==> src/rtl/control_unit.sv <==
// control_unit: hardwired fetch/decode/execute sequencer for the 8-bit ALUSystem.
// Optional feature macro: CU_COND_BRANCH_EN enables BEQ/BNE and the shadow Zero flag;
// without it opcodes C/D execute as NOP and no shadow flag is kept.

module control_unit (
  input  logic        Clock,
  input  logic        Reset,
  input  logic [15:0] IROut,
  input  logic [3:0]  ALUOutFlag,
  output logic [1:0]  RF_OutASel,
  output logic [1:0]  RF_OutBSel,
  output logic [1:0]  RF_FunSel,
  output logic [3:0]  RF_RegSel,
  output logic [3:0]  ALU_FunSel,
  output logic [1:0]  ARF_OutCSel,
  output logic [1:0]  ARF_OutDSel,
  output logic [1:0]  ARF_FunSel,
  output logic [2:0]  ARF_RegSel,
  output logic        IR_LH,
  output logic        IR_Enable,
  output logic [1:0]  IR_Funsel,
  output logic        Mem_WR,
  output logic        Mem_CS,
  output logic [1:0]  MuxASel,
  output logic [1:0]  MuxBSel,
  output logic        MuxCSel,
  output logic        Halted,
  output logic [2:0]  SeqState
);

  localparam logic [3:0] OP_LDI  = 4'h0;
  localparam logic [3:0] OP_LDM  = 4'h1;
  localparam logic [3:0] OP_STM  = 4'h2;
  localparam logic [3:0] OP_LDAR = 4'h3;
  localparam logic [3:0] OP_ADD  = 4'h4;
  localparam logic [3:0] OP_SUB  = 4'h5;
  localparam logic [3:0] OP_AND  = 4'h6;
  localparam logic [3:0] OP_OR   = 4'h7;
  localparam logic [3:0] OP_XOR  = 4'h8;
  localparam logic [3:0] OP_INC  = 4'h9;
  localparam logic [3:0] OP_DEC  = 4'hA;
  localparam logic [3:0] OP_BRA  = 4'hB;
  localparam logic [3:0] OP_BEQ  = 4'hC;
  localparam logic [3:0] OP_BNE  = 4'hD;
  localparam logic [3:0] OP_HLT  = 4'hF;

  typedef enum logic [2:0] {
    S_CLR     = 3'd0,
    S_FETCH_H = 3'd1,
    S_FETCH_L = 3'd2,
    S_EXEC    = 3'd3,
    S_HALT    = 3'd4
  } state_t;

  state_t     state;
  state_t     state_next;
  state_t     cur;
  logic [3:0] op;
  logic [1:0] rx;
  logic [1:0] ry;
  logic [3:0] rx_en;
  logic       branch;
  logic       unused_bits;

  assign op    = IROut[15:12];
  assign rx    = IROut[11:10];
  assign ry    = IROut[9:8];
  assign rx_en = ~(4'b0001 << rx);

`ifdef CU_COND_BRANCH_EN
  logic zshadow;
  logic zshadow_load;

  assign unused_bits = ^{IROut[7:0], ALUOutFlag[2:0]};

  // Shadow Zero flag: captures the ALU Z flag at the end of an ALU EXEC cycle
  always_ff @(posedge Clock) begin
    if (Reset)             zshadow <= 1'b0;
    else if (zshadow_load) zshadow <= ALUOutFlag[3];
  end
`else
  assign unused_bits = ^{IROut[7:0], ALUOutFlag};
`endif

  // State register
  always_ff @(posedge Clock) begin
    if (Reset) state <= S_CLR;
    else       state <= state_next;
  end

  // Next-state and control decode; Reset forces the CLR decode in the same cycle
  always_comb begin
    cur         = Reset ? S_CLR : state;
    state_next  = cur;
    RF_OutASel  = 2'b00;
    RF_OutBSel  = 2'b00;
    RF_FunSel   = 2'b00;
    RF_RegSel   = 4'b1111;
    ALU_FunSel  = 4'b0000;
    ARF_OutCSel = 2'b00;
    ARF_OutDSel = 2'b00;
    ARF_FunSel  = 2'b00;
    ARF_RegSel  = 3'b111;
    IR_LH       = 1'b0;
    IR_Enable   = 1'b0;
    IR_Funsel   = 2'b00;
    Mem_WR      = 1'b0;
    Mem_CS      = 1'b1;
    MuxASel     = 2'b00;
    MuxBSel     = 2'b00;
    MuxCSel     = 1'b0;
    Halted      = 1'b0;
    SeqState    = 3'(cur);
    branch      = 1'b0;
`ifdef CU_COND_BRANCH_EN
    zshadow_load = 1'b0;
`endif
    case (cur)
      S_CLR: begin
        RF_RegSel  = 4'b0000;
        RF_FunSel  = 2'b11;
        ARF_RegSel = 3'b000;
        ARF_FunSel = 2'b11;
        IR_Enable  = 1'b1;
        IR_Funsel  = 2'b11;
        state_next = S_FETCH_H;
      end
      S_FETCH_H, S_FETCH_L: begin
        ARF_OutDSel = 2'b00;
        Mem_CS      = 1'b0;
        IR_Enable   = 1'b1;
        IR_LH       = (cur == S_FETCH_L);
        IR_Funsel   = 2'b10;
        ARF_RegSel  = 3'b110;
        ARF_FunSel  = 2'b01;
        state_next  = (cur == S_FETCH_H) ? S_FETCH_L : S_EXEC;
      end
      S_EXEC: begin
        state_next = S_FETCH_H;
        case (op)
          OP_LDI: begin
            MuxASel   = 2'b00;
            RF_FunSel = 2'b10;
            RF_RegSel = rx_en;
          end
          OP_LDM: begin
            ARF_OutDSel = 2'b10;
            Mem_CS      = 1'b0;
            MuxASel     = 2'b01;
            RF_FunSel   = 2'b10;
            RF_RegSel   = rx_en;
          end
          OP_STM: begin
            RF_OutASel  = rx;
            MuxCSel     = 1'b1;
            ALU_FunSel  = 4'b0000;
            ARF_OutDSel = 2'b10;
            Mem_CS      = 1'b0;
            Mem_WR      = 1'b1;
          end
          OP_LDAR: begin
            MuxBSel    = 2'b01;
            ARF_RegSel = 3'b101;
            ARF_FunSel = 2'b10;
          end
          OP_ADD, OP_SUB, OP_AND, OP_OR, OP_XOR: begin
            RF_OutASel = rx;
            RF_OutBSel = ry;
            MuxCSel    = 1'b1;
            MuxASel    = 2'b11;
            RF_FunSel  = 2'b10;
            RF_RegSel  = rx_en;
            case (op)
              OP_ADD:  ALU_FunSel = 4'b0100;
              OP_SUB:  ALU_FunSel = 4'b0110;
              OP_AND:  ALU_FunSel = 4'b0111;
              OP_OR:   ALU_FunSel = 4'b1000;
              default: ALU_FunSel = 4'b1001;
            endcase
`ifdef CU_COND_BRANCH_EN
            zshadow_load = 1'b1;
`endif
          end
          OP_INC: begin
            RF_RegSel = rx_en;
            RF_FunSel = 2'b01;
          end
          OP_DEC: begin
            RF_RegSel = rx_en;
            RF_FunSel = 2'b00;
          end
          OP_BRA: branch = 1'b1;
`ifdef CU_COND_BRANCH_EN
          OP_BEQ: branch = zshadow;
          OP_BNE: branch = ~zshadow;
`endif
          OP_HLT: state_next = S_HALT;
          default: ;
        endcase
        if (branch) begin
          MuxBSel    = 2'b01;
          ARF_RegSel = 3'b110;
          ARF_FunSel = 2'b10;
        end
      end
      S_HALT: Halted = 1'b1;
      default: state_next = S_CLR;
    endcase
  end

endmodule

==> config.mk <==
export PLATFORM = sky130hd
export DESIGN_NAME = control_unit
export DESIGN_NICKNAME = d
export VERILOG_FILES = /design/src/rtl/control_unit.sv
export SDC_FILE = /design/constraint.sdc
export NUM_CORES = 1
export LEC_CHECK = 0
export CAP_MARGIN = 20
export CORE_AREA = 2 2 39 41
export DETAILED_ROUTE_END_ITERATION = 12
export DIE_AREA = 0 0 41 43
export DONT_BUFFER_PORTS = 1
export GPL_ROUTABILITY_DRIVEN = 0
export GPL_TIMING_DRIVEN = 0
export HOLD_SLACK_MARGIN = 0.15
export PLACE_DENSITY = 0.7
export SLEW_MARGIN = 5
export SYNTH_ARGS = -nofsm -noshare
export SYNTH_HDL_FRONTEND = slang
export SYNTH_SLANG_ARGS = --single-unit
==> constraint.sdc <==
create_clock -name Clock -period 1.75 [get_ports Clock]
set_input_delay 0.4375 -clock Clock [delete_from_list [all_inputs] [get_ports Clock]]
set_output_delay 0.4375 -clock Clock [all_outputs]
set_load 0.005 [all_outputs]
==> results of run 1 <==
Yosys cell counts, types with 2 or more instances:
library cell	n
dfxtp_1	3
nor3_1	5
nor2_1	5
buf_2	7
nor2b_1	4
nand2_1	8
or3_1	2
nand2b_1	7
a31oi_1	5
buf_4	7
inv_1	5
and3_1	5
xnor2_1	2
a21oi_1	4
o21ai_0	3
final cells by class:
class | instances | share of cell area, %
flip-flops and latches | 3 | 7.85
plain buffers | 11 | 10.1
repair buffers | 8 | 7.56
multi-input cells | 71 | 66.1
clock buffers | 4 | 3.11
well taps | 16 | 2.37
inverters | 6 | 2.96
repair_timing:
action,in CTS,in global routing
resized for setup,19,10
hold buffers,0,0
setup endpoints to repair,16,17
buffers inserted,5,3
pin swaps,8,4
final timing paths:
kind | from | endpoint | slack [ps] | depth (start not counted)
max | state[2] | RF_RegSel[3] | -80 | 4
min | Reset | state[2] | 390 | 2
max reg2reg | state[1] | state[2] | 670 | 4
min reg2reg | state[2] | state[0] | 540 | 2
cell families (layout without fill, tap and decap cells):
group                     count (synthesis)  after routing  share of synthesized area, %
and+or+nand+nor                          48             48                          47.8
buffers and inverters                    20             29                          17.3
AOI/OAI and AO/OA                        17             17                          22.2
DFF                                       3              3                          9.41
xor gates and xnor gates                  2              2                          2.75
other                                     1              4                         0.588
routing by layer:
layer,vias to the layer above,global-route usage (%),share of wire (%)
li1,334,-,-
met1,285,23.9,40
met3,0,3.66,7.2
met4,0,8.00,0
met2,22,28.1,52
met5,-,0,0
through the flow:
stage               setup WS (ps)  cells
finish                      -76.5    119
global route                 -137    119
CTS                         -86.0    118
floorplan                    33.0     94
global placement            -45.3    110
detailed placement          -61.1    110
where the power goes:
part           internal [W]  switching (W)  leakage (nW)  total [W]
registers         0.0000750     0.00000951        0.0260  0.0000845
logic             0.0000833       0.000106         0.304   0.000190
clock network     0.0000854      0.0000349        0.0150   0.000120
critical path, cell delays in order, from the launching register on:
cell and delay [ps]:
dfxtp_4 340, nand4bb_1 190, buf_6 160, a221oi_4 300
a31oi_2 170
==> results_tabular.tex, run 1 <==
\begin{tabular}{lr}
\hline
Metric & Value \\
\hline
\multicolumn{2}{l}{\textbf{STA}} \\
\quad FMAX & $\sim$550 MHz \\
\quad Setup repair after global routing missed its margin & yes \\
\quad Final Hold Violating Endpoints & 0 \\
\quad Worst hold slack & between 300 and 400 ps \\
\quad Setup slack of the critical path after layout & -76.5 ps \\
\quad Pins over their slew limit & 0 \\
\quad Endpoints failing setup & 9 \\
\quad Worst-case clock skew & between 3 and 4 ps \\
\quad Final TNS setup & -369 ps \\
\quad Post-layout minimum cycle time & around 1800 ps \\
\quad Final cycle utilization of the critical path & 104\% \\
\multicolumn{2}{l}{\textbf{Final layout}} \\
\quad Most frequent standard cell in the layout excluding fill and tap cells & buf\_4 \\
\quad Finished Cell Area & roughly 840 µm² \\
\quad Filler cell count & around 130 \\
\quad Largest register by flop count & state \\
\quad \# diodes & 0 \\
\quad Fraction of layout instances using a drive strength above 1 & $\sim$45\% \\
\quad Post-layout utilization of the core & roughly three fifths \\
\quad Area taken by multi-input logic gates & 558 µm² \\
\quad Register Area & 66.3 µm² \\
\quad Layout-stage area growth over the synthesis result & 32.4\% \\
\quad Commonest cells after routing, fill and taps aside & buf\_4, nand2\_1, nand2b\_1, and3\_1 \\
\quad Post-layout net count & between 100 and 150 \\
\quad Biggest registers after layout & state: 3 flops \\
\quad Number of flip-flops in the largest register & 3 \\
\multicolumn{2}{l}{\textbf{Placement}} \\
\quad Number of buffers inserted by port buffering & 0 \\
\quad Area after DPL & between 600 and 700 µm² \\
\quad Hpwl dp & about 1.1 mm \\
\multicolumn{2}{l}{\textbf{Critical path}} \\
\quad Crit path DAT & 1390 ps \\
\quad Worst setup EP type & output port \\
\quad Worst setup path category & reg2out \\
\quad Peak fanout along the critical path & 6 \\
\quad Critical Path Source Type & flop \\
\quad Required time at the worst-slack endpoint & between 1000 and 1500 ps \\
\multicolumn{2}{l}{\textbf{Pwr}} \\
\quad Total power consumption of the routed design & between 0.0003 and 0.0004 W \\
\quad Total power divided by cell area & around 470 mW/mm² \\
\quad LEAKAGE & between 0.3 and 0.4 nW \\
\quad IR Drop Worst-Case VDD & approximately 210 µV \\
\multicolumn{2}{l}{\textbf{Global route}} \\
\quad GRT Residual Overflow & 0 \\
\quad Global-route wire length before repair & roughly 2.3 mm \\
\quad All-layer global routing usage & 18.4\% \\
\quad Initial antenna violation count & 0 \\
\quad Vias in the first global route & 547 \\
\quad Pin count of the biggest net entering global routing & 11 \\
\multicolumn{2}{l}{\textbf{Synth}} \\
\quad Register bit total from synthesis & 3 \\
\quad Library cell with the largest summed area after synthesis & dfxtp\_1 \\
\quad Sequential share of the synthesized area & a little under a tenth \\
\quad Number of synthesis warnings & 0 \\
\quad Most frequently used flop master after synthesis & dfxtp\_1 \\
\quad Post-synth EDFFs & 0 \\
\quad Portion of synthesized cell area occupied by the leading cell type & 9.41\% \\
\quad Fraction of registers with async set/reset & 0\% \\
\quad Synthesized instance count & slightly above 90 \\
\quad Cell area after synthesis & 638 µm² \\
\quad Cells taking the most area after synthesis & dfxtp\_1, buf\_4, nand2b\_1, buf\_2, a31oi\_1 \\
\quad Average cell area after synthesis & $\sim$7.0 µm² \\
\quad Number of distinct library cells after synthesis & 34 \\
\multicolumn{2}{l}{\textbf{Floorplanning}} \\
\quad DIE WIDTH & just over 40 µm \\
\quad Die ar. & between 0.0015 and 0.002 mm² \\
\quad Number of core rows & 14 \\
\quad Core region area & $\sim$0.0014 mm² \\
\quad Top-level port count & 60 \\
\quad Starting density of the core & 46.1\% \\
\quad Vertical extent of the die & between 40 and 50 µm \\
\multicolumn{2}{l}{\textbf{Clock network}} \\
\quad Total number of H-tree levels & 1 \\
\quad Later-pin clock latency in the skew report & around 230 ps \\
\quad Clock tree from TritonCTS & yes \\
\quad Buffers from clock root to sink, at most & 2 \\
\quad Clock Tree Root & clkbuf\_4 \\
\quad Number of clock sinks seen by CTS & 3 \\
\quad Total CTS buffers & 3 \\
\quad CTS clk-pin slew, worst paths & around 40 ps \\
\multicolumn{2}{l}{\textbf{Run status}} \\
\quad Failing checks & setup timing \\
\quad Status & finished with violations \\
\multicolumn{2}{l}{\textbf{Routing}} \\
\quad DRT antenna net count & 0 \\
\quad Number of violations reported at the end of detailed-routing iteration 0 & 10 \\
\quad Number of DRC violations after detailed routing & 0 \\
\quad Detail-routed net length per standard cell & between 10 and 15 µm \\
\quad Via count of the routed design & roughly 640 \\
\quad First drt pass iteration count & 4 \\
\quad Number of vias per cell after detailed routing & between 5 and 6 \\
\quad Total wirelength of the detailed-routed design & around 1.5 mm \\
\multicolumn{2}{l}{\textbf{Hold path}} \\
\quad Path class of the lowest-slack min-delay path & in2reg \\
\multicolumn{2}{l}{\textbf{Job}} \\
\quad Maximum Capacitance Violations & 0 \\
\hline
\end{tabular}
Note: power is estimated with default switching activity, not from simulation.
==> run 2: changes to the inputs <==
--- a/config.mk
+++ b/config.mk
@@ -14,6 +14,7 @@
 export GPL_TIMING_DRIVEN = 0
 export HOLD_SLACK_MARGIN = 0.15
 export PLACE_DENSITY = 0.7
+export SKIP_CTS_REPAIR_TIMING = 1
 export SLEW_MARGIN = 5
 export SYNTH_ARGS = -nofsm -noshare
 export SYNTH_HDL_FRONTEND = slang
==> results_tabular.tex, run 2 (synthesis results as in run 1) <==
\begin{tabular}{lr}
\hline
Metric & Value \\
\hline
\multicolumn{2}{l}{\textbf{Final layout}} \\
\quad Post-layout net count & approximately 130 \\
\quad Fraction of layout instances using a drive strength above 1 & between 40\% and 50\% \\
\quad Commonest cells after routing, fill and taps aside & buf\_4, nand2\_1, nand2b\_1, buf\_6, and3\_1 \\
\quad Biggest registers after layout & state: 3 flops \\
\quad Layout-stage area growth over the synthesis result & 44.7\% \\
\quad Largest register by flop count & state \\
\quad Post-layout utilization of the core & 66.7\% \\
\quad \# diodes & 0 \\
\quad Number of flip-flops in the largest register & 3 \\
\quad Most frequent standard cell in the layout excluding fill and tap cells & buf\_4 \\
\multicolumn{2}{l}{\textbf{Floorplanning}} \\
\quad Vertical extent of the die & $\sim$43 µm \\
\quad Core region area & 0.00138 mm² \\
\quad Number of core rows & 14 \\
\quad Starting density of the core & roughly 46\% \\
\quad Die ar. & roughly 0.0018 mm² \\
\quad DIE WIDTH & a little over 40 µm \\
\quad Top-level port count & 60 \\
\multicolumn{2}{l}{\textbf{Pwr}} \\
\quad Total power consumption of the routed design & approximately 0.00043 W \\
\quad Total power divided by cell area & roughly 470 mW/mm² \\
\quad LEAKAGE & between 0.3 and 0.4 nW \\
\quad IR Drop Worst-Case VDD & $\sim$220 µV \\
\multicolumn{2}{l}{\textbf{STA}} \\
\quad Pins over their slew limit & 0 \\
\quad Setup repair after global routing missed its margin & yes \\
\quad Final TNS setup & -849 ps \\
\quad Endpoints failing setup & 13 \\
\quad Final cycle utilization of the critical path & 107\% \\
\quad Post-layout minimum cycle time & roughly 1900 ps \\
\quad FMAX & roughly 530 MHz \\
\quad Worst hold slack & roughly 440 ps \\
\quad Final Hold Violating Endpoints & 0 \\
\quad Worst-case clock skew & just over 4 ps \\
\quad Setup slack of the critical path after layout & -122 ps \\
\multicolumn{2}{l}{\textbf{Run status}} \\
\quad Status & finished with violations \\
\quad Failing checks & setup timing \\
\multicolumn{2}{l}{\textbf{Global route}} \\
\quad Vias in the first global route & between 400 and 500 \\
\quad Pin count of the biggest net entering global routing & 11 \\
\quad Global-route wire length before repair & about 2 mm \\
\quad GRT Residual Overflow & 0 \\
\quad Initial antenna violation count & 0 \\
\quad All-layer global routing usage & between 10\% and 20\% \\
\multicolumn{2}{l}{\textbf{Placement}} \\
\quad Hpwl dp & $\sim$1.1 mm \\
\quad Number of buffers inserted by port buffering & 0 \\
\multicolumn{2}{l}{\textbf{Clock network}} \\
\quad Later-pin clock latency in the skew report & between 200 and 250 ps \\
\quad Clock tree from TritonCTS & yes \\
\quad Clock Tree Root & clkbuf\_4 \\
\quad Buffers from clock root to sink, at most & 2 \\
\quad Total CTS buffers & 3 \\
\quad Total number of H-tree levels & 1 \\
\quad Number of clock sinks seen by CTS & 3 \\
\quad CTS clk-pin slew, worst paths & $\sim$40 ps \\
\multicolumn{2}{l}{\textbf{Critical path}} \\
\quad Critical Path Source Type & input pin \\
\quad Worst setup path category & in2out \\
\quad Crit path DAT & 1430 ps \\
\quad R2r endpoint & state[2] \\
\quad Cell with the biggest individual delay on the critical path & a221oi\_4 \\
\quad Setup slack on the worst flop-to-flop path & 600 ps \\
\quad Worst path bufs/invs & 2 \\
\quad R2R Path Start & state[1] \\
\quad Sequence of cells on the critical path & buf\_4, nand4bb\_1, buf\_6, a221oi\_4, a31oi\_2 \\
\quad Largest stage delay on the critical path & $\sim$300 ps \\
\quad Required time at the worst-slack endpoint & $\sim$1300 ps \\
\quad Kind of cell adding the most delay to the critical path & compound AO/OA/AOI/OAI gates \\
\quad Peak fanout along the critical path & 10 \\
\quad Depth of the worst register-to-register path & 5 \\
\quad Worst setup EP type & output port \\
\multicolumn{2}{l}{\textbf{Job}} \\
\quad Maximum Capacitance Violations & 0 \\
\multicolumn{2}{l}{\textbf{Routing}} \\
\quad Number of vias per cell after detailed routing & between 5 and 6 \\
\quad Via count of the routed design & roughly 660 \\
\quad First drt pass iteration count & 3 \\
\quad DRT antenna net count & 0 \\
\quad Number of violations reported at the end of detailed-routing iteration 0 & 6 \\
\quad Total wirelength of the detailed-routed design & $\sim$1.7 mm \\
\quad Number of DRC violations after detailed routing & 0 \\
\quad Detail-routed net length per standard cell & between 10 and 15 µm \\
\multicolumn{2}{l}{\textbf{Hold path}} \\
\quad Hold Crit Start & Reset \\
\quad Min-Delay Endpoint & state[0] \\
\quad Path class of the lowest-slack min-delay path & in2reg \\
\quad Hold path depth & 2 \\
\hline
\end{tabular}
run 2: through the flow:
stage,instance area [µm²],setup slack [ps],std cells
after floorplan,649,33.0,94
after global placement,669,-45.3,110
after detailed placement,669,-61.1,110
after CTS,696,-194,114
after global routing,923,-175,122
final,923,-122,122
run 2: worst max-delay path by stage:
stage / to / depth (start not counted) / slack, ps / start
2_1_floorplan: RF_RegSel[0] / 5 / 30 / Reset
3_3_place_gp: RF_RegSel[1] / 5 / -50 / Reset
3_5_place_dp: RF_RegSel[1] / 5 / -60 / Reset
4_1_cts: ARF_RegSel[1] / 5 / -190 / state[0]
5_1_grt: IR_Funsel[1] / 5 / -170 / state[0]
6_report: RF_RegSel[3] / 5 / -120 / Reset
run 2: cell type report:
type / instances / area [µm²]
tap: 16 / 20.0
sequential: 3 / 65.1
fill: 121 / 460
timing repair buffer: 9 / 95.1
clock buffer: 4 / 26.3
buffer: 13 / 104
inverter: 6 / 25.0
multi-input combinational: 71 / 588
run 2: power by group:
group          internal (W)  total [W]  switching, W
clock network     0.0000856   0.000125     0.0000389
logic              0.000105   0.000232      0.000127
registers         0.0000740  0.0000766    0.00000255
run 2: metal layers:
metal	up-vias	global-route usage [%]	part of all wire, %
li1	339	-	-
met1	295	20.1	39
met2	23	24.1	53
met3	2	3.66	7.3
met4	0	8.00	0.60
met5	-	0	0
